<file path="src/rtl/sos_generator.sv">
// Serialises one Morse "SOS" onto a single-bit line, single-shot or as a repeating beacon.
// Latency: out rises 1 cycle after start is sampled in IDLE; all outputs registered.
// Backpressure: none; start is ignored while busy and in the done cycle.
module sos_generator #(
    parameter int UNIT_CYCLES = 1
) (
    input  logic       clk,
    input  logic       rst,
    input  logic       start,
    input  logic       continuous,
    output logic       out,
    output logic       busy,
    output logic       done,
    output logic [1:0] letter,
    output logic [1:0] element
);
    localparam int CW = $clog2(UNIT_CYCLES) + 1;
    localparam logic [CW-1:0] CYC_LAST = CW'(UNIT_CYCLES - 1);

    typedef enum logic [2:0] {IDLE, MARK, SPACE, LGAP, WGAP} state_t;

    state_t        state, state_n;
    logic [CW-1:0] cyc, cyc_n;
    logic [2:0]    units, units_n, seg_units;
    logic [1:0]    letter_n, element_n;
    logic          done_n, out_n, busy_n;
    logic          unit_end, seg_end;

    // Segment length in Morse units: cyc counts clocks inside a unit, units counts units.
    always_comb begin
        seg_units = 3'd1;
        case (state)
            MARK:    seg_units = (letter == 2'd2) ? 3'd3 : 3'd1;
            LGAP:    seg_units = 3'd3;
            WGAP:    seg_units = 3'd7;
            default: seg_units = 3'd1;
        endcase
    end

    assign unit_end = (cyc == CYC_LAST);
    assign seg_end  = unit_end && (units == seg_units - 3'd1);

    always_comb begin
        state_n   = state;
        letter_n  = letter;
        element_n = element;
        done_n    = 1'b0;
        if (unit_end) begin
            cyc_n   = '0;
            units_n = units + 3'd1;
        end else begin
            cyc_n   = cyc + CW'(1);
            units_n = units;
        end

        case (state)
            IDLE: begin
                // The done cycle itself is spent in IDLE, so start must wait one more cycle.
                if (start && !done) begin
                    state_n   = MARK;
                    letter_n  = 2'd1;
                    element_n = 2'd0;
                end
            end
            MARK: begin
                if (seg_end) begin
                    if (element != 2'd2) begin
                        state_n = SPACE;
                    end else if (letter == 2'd3) begin
                        done_n    = 1'b1;
                        letter_n  = 2'd0;
                        element_n = 2'd0;
                        state_n   = continuous ? WGAP : IDLE;
                    end else begin
                        state_n = LGAP;
                    end
                end
            end
            SPACE: begin
                if (seg_end) begin
                    element_n = element + 2'd1;
                    state_n   = MARK;
                end
            end
            LGAP: begin
                if (seg_end) begin
                    letter_n  = letter + 2'd1;
                    element_n = 2'd0;
                    state_n   = MARK;
                end
            end
            WGAP: begin
                if (seg_end) begin
                    letter_n  = 2'd1;
                    element_n = 2'd0;
                    state_n   = MARK;
                end
            end
            default: state_n = IDLE;
        endcase

        if (seg_end || state == IDLE) begin
            cyc_n   = '0;
            units_n = '0;
        end

        out_n  = (state_n == MARK);
        busy_n = (state_n != IDLE);
    end

    always_ff @(posedge clk) begin
        if (rst) begin
            state   <= IDLE;
            cyc     <= '0;
            units   <= '0;
            letter  <= 2'd0;
            element <= 2'd0;
            done    <= 1'b0;
            out     <= 1'b0;
            busy    <= 1'b0;
        end else begin
            state   <= state_n;
            cyc     <= cyc_n;
            units   <= units_n;
            letter  <= letter_n;
            element <= element_n;
            done    <= done_n;
            out     <= out_n;
            busy    <= busy_n;
        end
    end
endmodule
</file>
<file path="config.mk">
export PLATFORM = sky130hd
export DESIGN_NAME = sos_generator
export DESIGN_NICKNAME = d
export VERILOG_FILES = /design/src/rtl/sos_generator.sv
export SDC_FILE = /design/constraint.sdc
export NUM_CORES = 1
export LEC_CHECK = 0
export ABC_AREA = 1
export CAP_MARGIN = 20
export CORE_MARGIN = 10
export CORE_UTILIZATION = 40
export CTS_CLUSTER_SIZE = 16
export DETAILED_ROUTE_END_ITERATION = 7
export GPL_ROUTABILITY_DRIVEN = 0
export PLACE_DENSITY = 0.65
export SETUP_SLACK_MARGIN = 0.2
export SLEW_MARGIN = 20
export SYNTH_ARGS = -nofsm -noshare
export SYNTH_HDL_FRONTEND = slang
export SYNTH_SLANG_ARGS = --single-unit
</file>
<file path="constraint.sdc">
create_clock -name clk -period 2.7 [get_ports clk]
set_input_delay 0.27 -clock clk [delete_from_list [all_inputs] [get_ports clk]]
set_output_delay 0.27 -clock clk [all_outputs]
set_load 0.02 [all_outputs]
</file>
After elaboration in Yosys (flattened, before gate mapping)
Index checks and enable logic that the tools add are counted.
- eq/ne operators: 17
- reduce and logical (&&, ||, !) cells: 15
- multiplexer cells: 21
- add/subtract/negate cells: 5
- bitwise gates (word level): 3
- operators by type and width (kind ; number):
    $mux W2 ; 10
    $mux W3 ; 6
    $pmux W3 S3 ; 2
    $ne A2 B2 Y1 const B ; 8
    $pmux W2 S4 ; 2
    $reduce_and A7 Y1 ; 2
    $reduce_bool A4 Y1 ; 2
    $eq A3 B1 Y1 const B ; 2
    $eq A3 B2 Y1 const B ; 2
    $reduce_or A3 Y1 ; 2
    $add A2 B1 Y2 const B ; 2
    $eq A2 B2 Y1 const B ; 2
    $reduce_or A2 Y1 ; 2
    $reduce_or A4 Y1 ; 1
    $add A3 B1 Y3 const B ; 1
    $eq A3 B3 Y1 ; 1
    $eq A3 B3 Y1 const B ; 1
    $logic_not A3 Y1 ; 1
    $not A1 Y1 ; 3
    $reduce_bool A3 Y1 ; 1
    $sub A3 B1 Y3 const B ; 1
    $logic_and A1 B1 Y1 ; 2
    $ne A2 B1 Y1 const B ; 1
    $add A1 B1 Y1 const B ; 1
    other kinds (3) ; 3
- bits of input ports: 4
- register bits: 14

Longest topological paths before layout
- depth after elaboration: 9
- mapped depth: 16

Least setup slack after synthesis
OpenSTA, ideal clock, no wires.
- path kind: reg-to-reg
- start point: reg letter[0]
- end point: reg busy
- arrival time: 1.485 ns
- library setup time: 0.114 ns
- cell stages (with the launch flop): 15
- buffers on the path: 0
- clock period less this slack: 1.599 ns
- path slack: 1.101 ns
- required time: 2.586 ns
- path through: dfxtp_1 > inv_1 > ha_1 > inv_1 > nand2_1 > nand2_2 > nand2_1 > nand2_1 > nand2_2 > nor2_2 > nand2_1 > nand2_1 > nand3_1 > nand2_1 > nand2_1
- word-level cells in the longest chain between the ends: 9
- RTL lines (what ; line ; source):
    start, declared ; 14 ; output logic [1:0] letter,
    start signal, assigned ; 125 ; letter <= letter_n;
    $eq A2 B2 Y1 ; 33 ; MARK: seg_units = (letter == 2'd2) ? 3'd3 : 3'd1;
    $mux W2 ; 33 ;
    $pmux W3 S3 ; 32 ; case (state)
    $sub A3 B1 Y3 ; 41 ; assign seg_end = unit_end && (units == seg_units - 3'd1);
    $eq A3 B3 Y1 ; 41 ;
    $logic_and A1 B1 Y1 ; 41 ;
    $mux W3, on equally long branches ; -- ;
    $pmux W3 S3 (*) ; 56 ; case (state)
    $reduce_bool A3 Y1 (*) ; 108 ; busy_n = (state_n != IDLE);
    end signal, assigned ; 129 ; busy <= busy_n;
    end, declared ; 12 ; output logic busy,
Every way passes the cells marked *; elsewhere a longest branch is shown, timed or not.
A chain may end at the register's enable or synchronous reset.

Worst setup path in the final report
Same ends and word-level chain as after synthesis.

==> results.cfg <==
[floorplan]
num_rows = 16
ios = 11
die_w_um = 64.95
core-area_sq_um = 1942
die-height_um = 64.95
initial_utilization = 0.4162
dieArea_sq_um = 4219

[layout]
multi_input_area_sq_um = 440.4
diodes = 0
drive_above_1_share = 0.1367
area_growth_pct = 20.43
utilization = 0.5013
fillers = 204
fin_nets = 148
ff_latch_area_sq_um = 280.3

[clocking]
insertion_delay_ns = 0.29
cts_setup_buffers = 0
clock-sinks = 14
cts_made_buffers = 3
cts_hold_buf = 0
cts_tree = built
clk_pin_slew_ns = 0.09
htree_levels = 1
cts_resized = 0
clk_path_buf_depth = 2
cts_root_buf = clkbuf_4

[drt]
postRouteWirelength_um = 1750
drcViolationCount = 0
detail-route-antenna-nets = 0
wl_per_cell_um = 10.54
dr.pass1.iters = 4
num_vias = 756
viasPerCell = 4.554
initialDrtViolationCount = 15

[worst_setup_path]
critPathLaunchType = flip-flop
path_class = flip-flop to flip-flop
crit_slowest_cell = dfxtp_1
cpMostUsedCell = nand2_1
cp.arrival_ns = 1.82
cp_cell_sequence = inv_1 -> ha_1 -> inv_1 -> nand2_1 -> nand2_2 -> nand2_1 -> nand2_1 -> nand2_2 -> nor2_2 -> nand2_1 -> nand3_1 -> nand2_1 -> nand2_1 -> nand2_1
worstPathRequired_ns = 2.89
worst-path-max-fanout = 4
end_kind = flip-flop
crit_path_max_incr_delay_ns = 0.38

[sta]
fin_setup_tns_ns = 0
setup_viol = 0
fmax_ghz = 0.6149
period_needed_ns = 1.626
grt_setup_unrepaired = no
slew_violations = 0
hold_violations = 0
fin_worst_skew_ns = 0.0004886
min_period_over_period = 0.6023
setup_ws_ns = 1.074

[global_routing]
grt_max_degree = 9
grt_pass1_wl_um = 3180
antenna_found_initial = 0
grt_use_total = 0.09211
grt_pass1_vias = 738
grt_remaining_overflow = 0

[yosys]
yosys-top-cells-area = dfxtp_1 (35%), nand2_1 (18%), inv_1 (8.4%), nor2_1 (7.4%), ha_1 (6.2%)
synth_cells = 126
ys_seq_elements = 14
synthArstFlopShare = 0
netlist_area_sq_um = 808.3
synth_cell_types = 21
yosysMostFrequentCell = nand2_1
synth.avg_cell_area_sq_um = 6.415
ys.flop_type = dfxtp_1
yosys.area.top_type = dfxtp_1
syn_nets = 134
synth_seq_area_share = 0.3467
yosysTopAreaCellShare = 0.3467
synthTopCellsByCount = nand2_1 (38), inv_1 (18), nor2_1 (16)
synth_edf_count = 0
ys_warn_count = 0

[pwr]
p_leak_nw = 0.4676
vdd_ir_drop_max_uv = 394.5
powerDensity_nw_per_um2 = 601.7

[outcome]
status = finished clean

[placement]
pre_cts_slack_ns = 1.077
hpwl_um = 1381
numPortBuffers = 10

[worst_hold_path]
hp-class = flip-flop to flip-flop

[run]
maxCapViolCount = 0
## per-layer routing
metal	global-route usage	up-vias	part of all wire
met5	0	-	0
met4	0.05348	0	0.026
met3	0.02577	5	0.050
met2	0.1527	13	0.49
met1	0.1030	329	0.43
li1	-	409	-
## power breakdown
| part | leakage, nW | internal [mW] | total [mW] | switching, mW |
|---|---|---|---|---|
| Sequential | 0.115 | 0.227 | 0.245 | 0.0183 |
| Combinational | 0.332 | 0.0726 | 0.185 | 0.112 |
| Clock | 0.0210 | 0.0822 | 0.156 | 0.0734 |
## cell type report
class,instances,share of cell area
multi-input cells,89,0.4524
flip-flops and latches,14,0.2879
repair buffers,10,0.1028
inverters,22,0.08483
clock buffers,4,0.03728
well taps,27,0.03470
## path summary, 6_finish.rpt
kind                            slack, ns  cells past startpoint       end  startpoint
worst max register to register       1.07                     14      busy   letter[0]
worst min register to register       0.49                      2  units[0]    units[0]
worst max-delay path                 1.07                     14      busy   letter[0]
worst min-delay path                 0.49                      2  units[0]    units[0]
## flip-flops by register name, indices dropped and copies added, names as in the netlist
register	count
element	2
busy	1
state	3
letter	2
out	1
done	1
cyc	1
units	3
## layout by cell type, fill, tap and decap left out
cell,count
inv_2,4
clkdlybuf4s50_1,10
nor2_2,2
ha_1,4
clkbuf_4,3
o21ai_0,1
nand4_1,1
nand2_4,1
nor3_1,2
nor4_1,2
inv_1,18
a21oi_1,5
clkbuf_8,1
nand2_1,38
o21ai_1,1
conb_1,1
nor2_4,1
nand3_1,7
o21ai_2,1
nor2_1,16
nand3_2,1
nand2_2,5
dfxtp_1,14
## stage by stage
stage / instance area [sq um] / instances / hold slack [ns] / power [mW]
detailed placement: 937.1 / 162 / 0.4736 / 0.4364
global placement: 937.1 / 162 / 0.4673 / 0.4310
finish: 973.4 / 166 / 0.4860 / 0.5857
floorplan: 808.3 / 126 / 0.3391 / 0.3736
global route: 973.4 / 166 / 0.5281 / 0.6234
CTS: 973.4 / 166 / 0.4864 / 0.5909
## cell families after synthesis
kind of cell / count (synthesis) / synth area share
flops: 14 / 0.3468
fa+ha+maj: 4 / 0.06192
other cells: 1 / 0.004640
compound gates: 8 / 0.05416
simple gates: 76 / 0.4242
buf+inv: 23 / 0.1083
## critical path: cells and delay by family (launching register included)
| family | cells | cell delay (ns) |
|---|---|---|
| fa+ha+maj | 1 | 0.20 |
| flops | 1 | 0.38 |
| simple gates | 11 | 0.79 |
| buf+inv | 2 | 0.14 |
Note: power is estimated with default switching activity, not from simulation.
==> patch (same settings) <==
Re-encode `state_t` (5 states) as one-hot, 5 bits wide.
--- a/src/rtl/sos_generator.sv
+++ b/src/rtl/sos_generator.sv
@@ -19,3 +19,3 @@
 
-    typedef enum logic [2:0] {IDLE, MARK, SPACE, LGAP, WGAP} state_t;
+    typedef enum logic [4:0] {IDLE = 5'b00001, MARK = 5'b00010, SPACE = 5'b00100, LGAP = 5'b01000, WGAP = 5'b10000} state_t;
 
Check against the original RTL: same outputs for any inputs over 10 cycles, from zero or initial values and one cycle with rst high; not proved beyond that.
==> patch against the original RTL <==
  * Synthesized area up 16%
  * Cell count up 3.6%
  * Design area up 14%
  * Core utilization down 0.072 points
  * Via count up 7.8%
  * Sequential cell count up 2
  * Die area up 11%
  * Total power down 0.62%
  * Count of clock-buffer cells in the layout unchanged
  * Worst hold slack better by 0.0014 ns
  * Combinational power down 18%
  * Wire length up 6.9%
  * Clock power up 3%
  * Setup slack better by 0.022 ns
  * Critical endpoint is now letter[0]
  * Largest cell class unchanged
==> patch: results (changes against the original RTL) <==
GRT
  – Met1 track demand over resource: 0.0946 (-0.00839)
  – Met3 GRT Util: 0.0359 (+0.0101)
  – M2 GR Usage: 0.145 (-0.00736)
  – Number of global-route vias before repair: 811 (+9.9%)
  – Largest net degree at the start of global routing: 11 (+2)
  – Global-route total usage across every layer: 0.0886 (-0.00354)
  – Wire length of the first global-routing pass: 3210 µm (+0.88%)

Min path
  – Hold Startpoint: units[0]

Outcome
  – Outcome: finished clean

Detailed routing
  – Via Count: 815 (+7.8%)
  – Wirelength per Cell: 10.9 µm (+3.1%)
  – DRT iter0 DRCs: 26 (+11)

Synthesis
  – Sequential area share after synthesis: 0.342 (-0.00450)
  – Leading cell types by count after synthesis: 26 x sky130_fd_sc_hd__nand2_1, 18 x sky130_fd_sc_hd__inv_1, 16 x sky130_fd_sc_hd__dfxtp_1
  – Area contributors post-synth: sky130_fd_sc_hd__dfxtp_1 34%, sky130_fd_sc_hd__nand2_1 10%, sky130_fd_sc_hd__inv_1 7.2%, sky130_fd_sc_hd__ha_1 5.3%, sky130_fd_sc_hd__nand3_1 5.3%
  – Ys async rst share: 0 (unchanged)
  – Number of different library cells in the post-synthesis netlist: 25 (+19%)

Power
  – Leakage power of the design: 0.520 nW (+11%)
  – Worst vdd ir: 0.262 mV (-34%)
  – Fraction of power spent switching nets: 0.312 (-0.0356)

Place
  – Dpl ws: 1.08 ns (-0.000700 ns)

Worst setup path
  – CP max-delay cell: sky130_fd_sc_hd__clkdlybuf4s50_1
  – Slowest cell delay on critical path: 0.64 ns (+0.26 ns)
  – Crit path max-delay family: buffers and inverters
  – Launch instance of the worst register-to-register path: state[4]
  – WP data arrival: 1.33 ns (-0.49 ns)
  – Crit Path Max Fanout: 5 (+1)

Finish
  – Biggest regs: state: 5 flops, units: 3 flops
  – Share of post-route cells with drive strength above 1: 0.188 (+0.0508)
  – Final #Nets: 153 (+3.4%)

Timing
  – Worst clock skew: 0.00487 ns (+0.00438 ns)
patch: cell types whose count changed after synthesis, sizes merged, moves of 2 or more:
cell   delta
dfxtp     +2
nand2    -16
o21ai     +2
nand4     +2
nand3     +7
or2       +2
a21oi     +3
patch: routing by layer:
metal	wire length [µm]	vias to the layer above
met4	51	0
met2	860	11
met1	851	356
li1	-	441
met5	0	-
met3	106	7
patch: power groups by stage:
stage                     Combinational [W]  Sequential, W  Clock (W)
final                              0.000152       0.000269   0.000160
after global routing               0.000172       0.000273   0.000173
after CTS                          0.000154       0.000270   0.000166
after detailed placement           0.000153       0.000276          0
after global placement             0.000149       0.000275          0
after floorplan                   0.0000873       0.000289          0
patch: logic make-up (layout without fill, tap and decap cells):
group           count (synthesis)  count (layout)  synth area share
buf+inv                        22              36            0.0882
compound gates                 14              14            0.0856
xor+xnor                        1               1           0.00936
fa+ha+maj                       4               4            0.0535
simple gates                   72              72             0.417
flops                          16              16             0.342
other cells                     1               1           0.00401
patch: area by class of cell:
class / count / share of cell area
Multi-Input combinational cell: 92 / 0.481
Inverter: 22 / 0.0746
Clock buffer: 4 / 0.0328
Timing Repair Buffer: 10 / 0.0904
Tap cell: 28 / 0.0316
Sequential cell: 16 / 0.289
patch: worst register-to-register path, stage by stage, from the launching register on:
cell and delay (ns):
sky130_fd_sc_hd__dfxtp_1 0.50, sky130_fd_sc_hd__inv_2 0.11, sky130_fd_sc_hd__nand4_1 0.17, sky130_fd_sc_hd__nand2_1 0.17, sky130_fd_sc_hd__nor3_2 0.21, sky130_fd_sc_hd__nor2_2 0.08
sky130_fd_sc_hd__a21oi_1 0.17, sky130_fd_sc_hd__nor2_1 0.06
patch: worst paths after layout:
path,end,slack [ns],depth (start not counted)
worst max-delay path,letter[0],1.10,1
worst max register to register,element[1],1.14,7
worst min register to register,units[0],0.49,2
worst min-delay path,units[0],0.49,2
patch: per-stage QoR:
stage               total power (W)  hold WS (ns)  cell area (µm²)  instances
floorplan                  0.000376         0.339              936        130
global placement           0.000424         0.462             1070        168
detailed placement         0.000428         0.477             1070        168
CTS                        0.000590         0.490             1110        172
global route               0.000618         0.506             1110        172
finish                     0.000582         0.487             1110        172
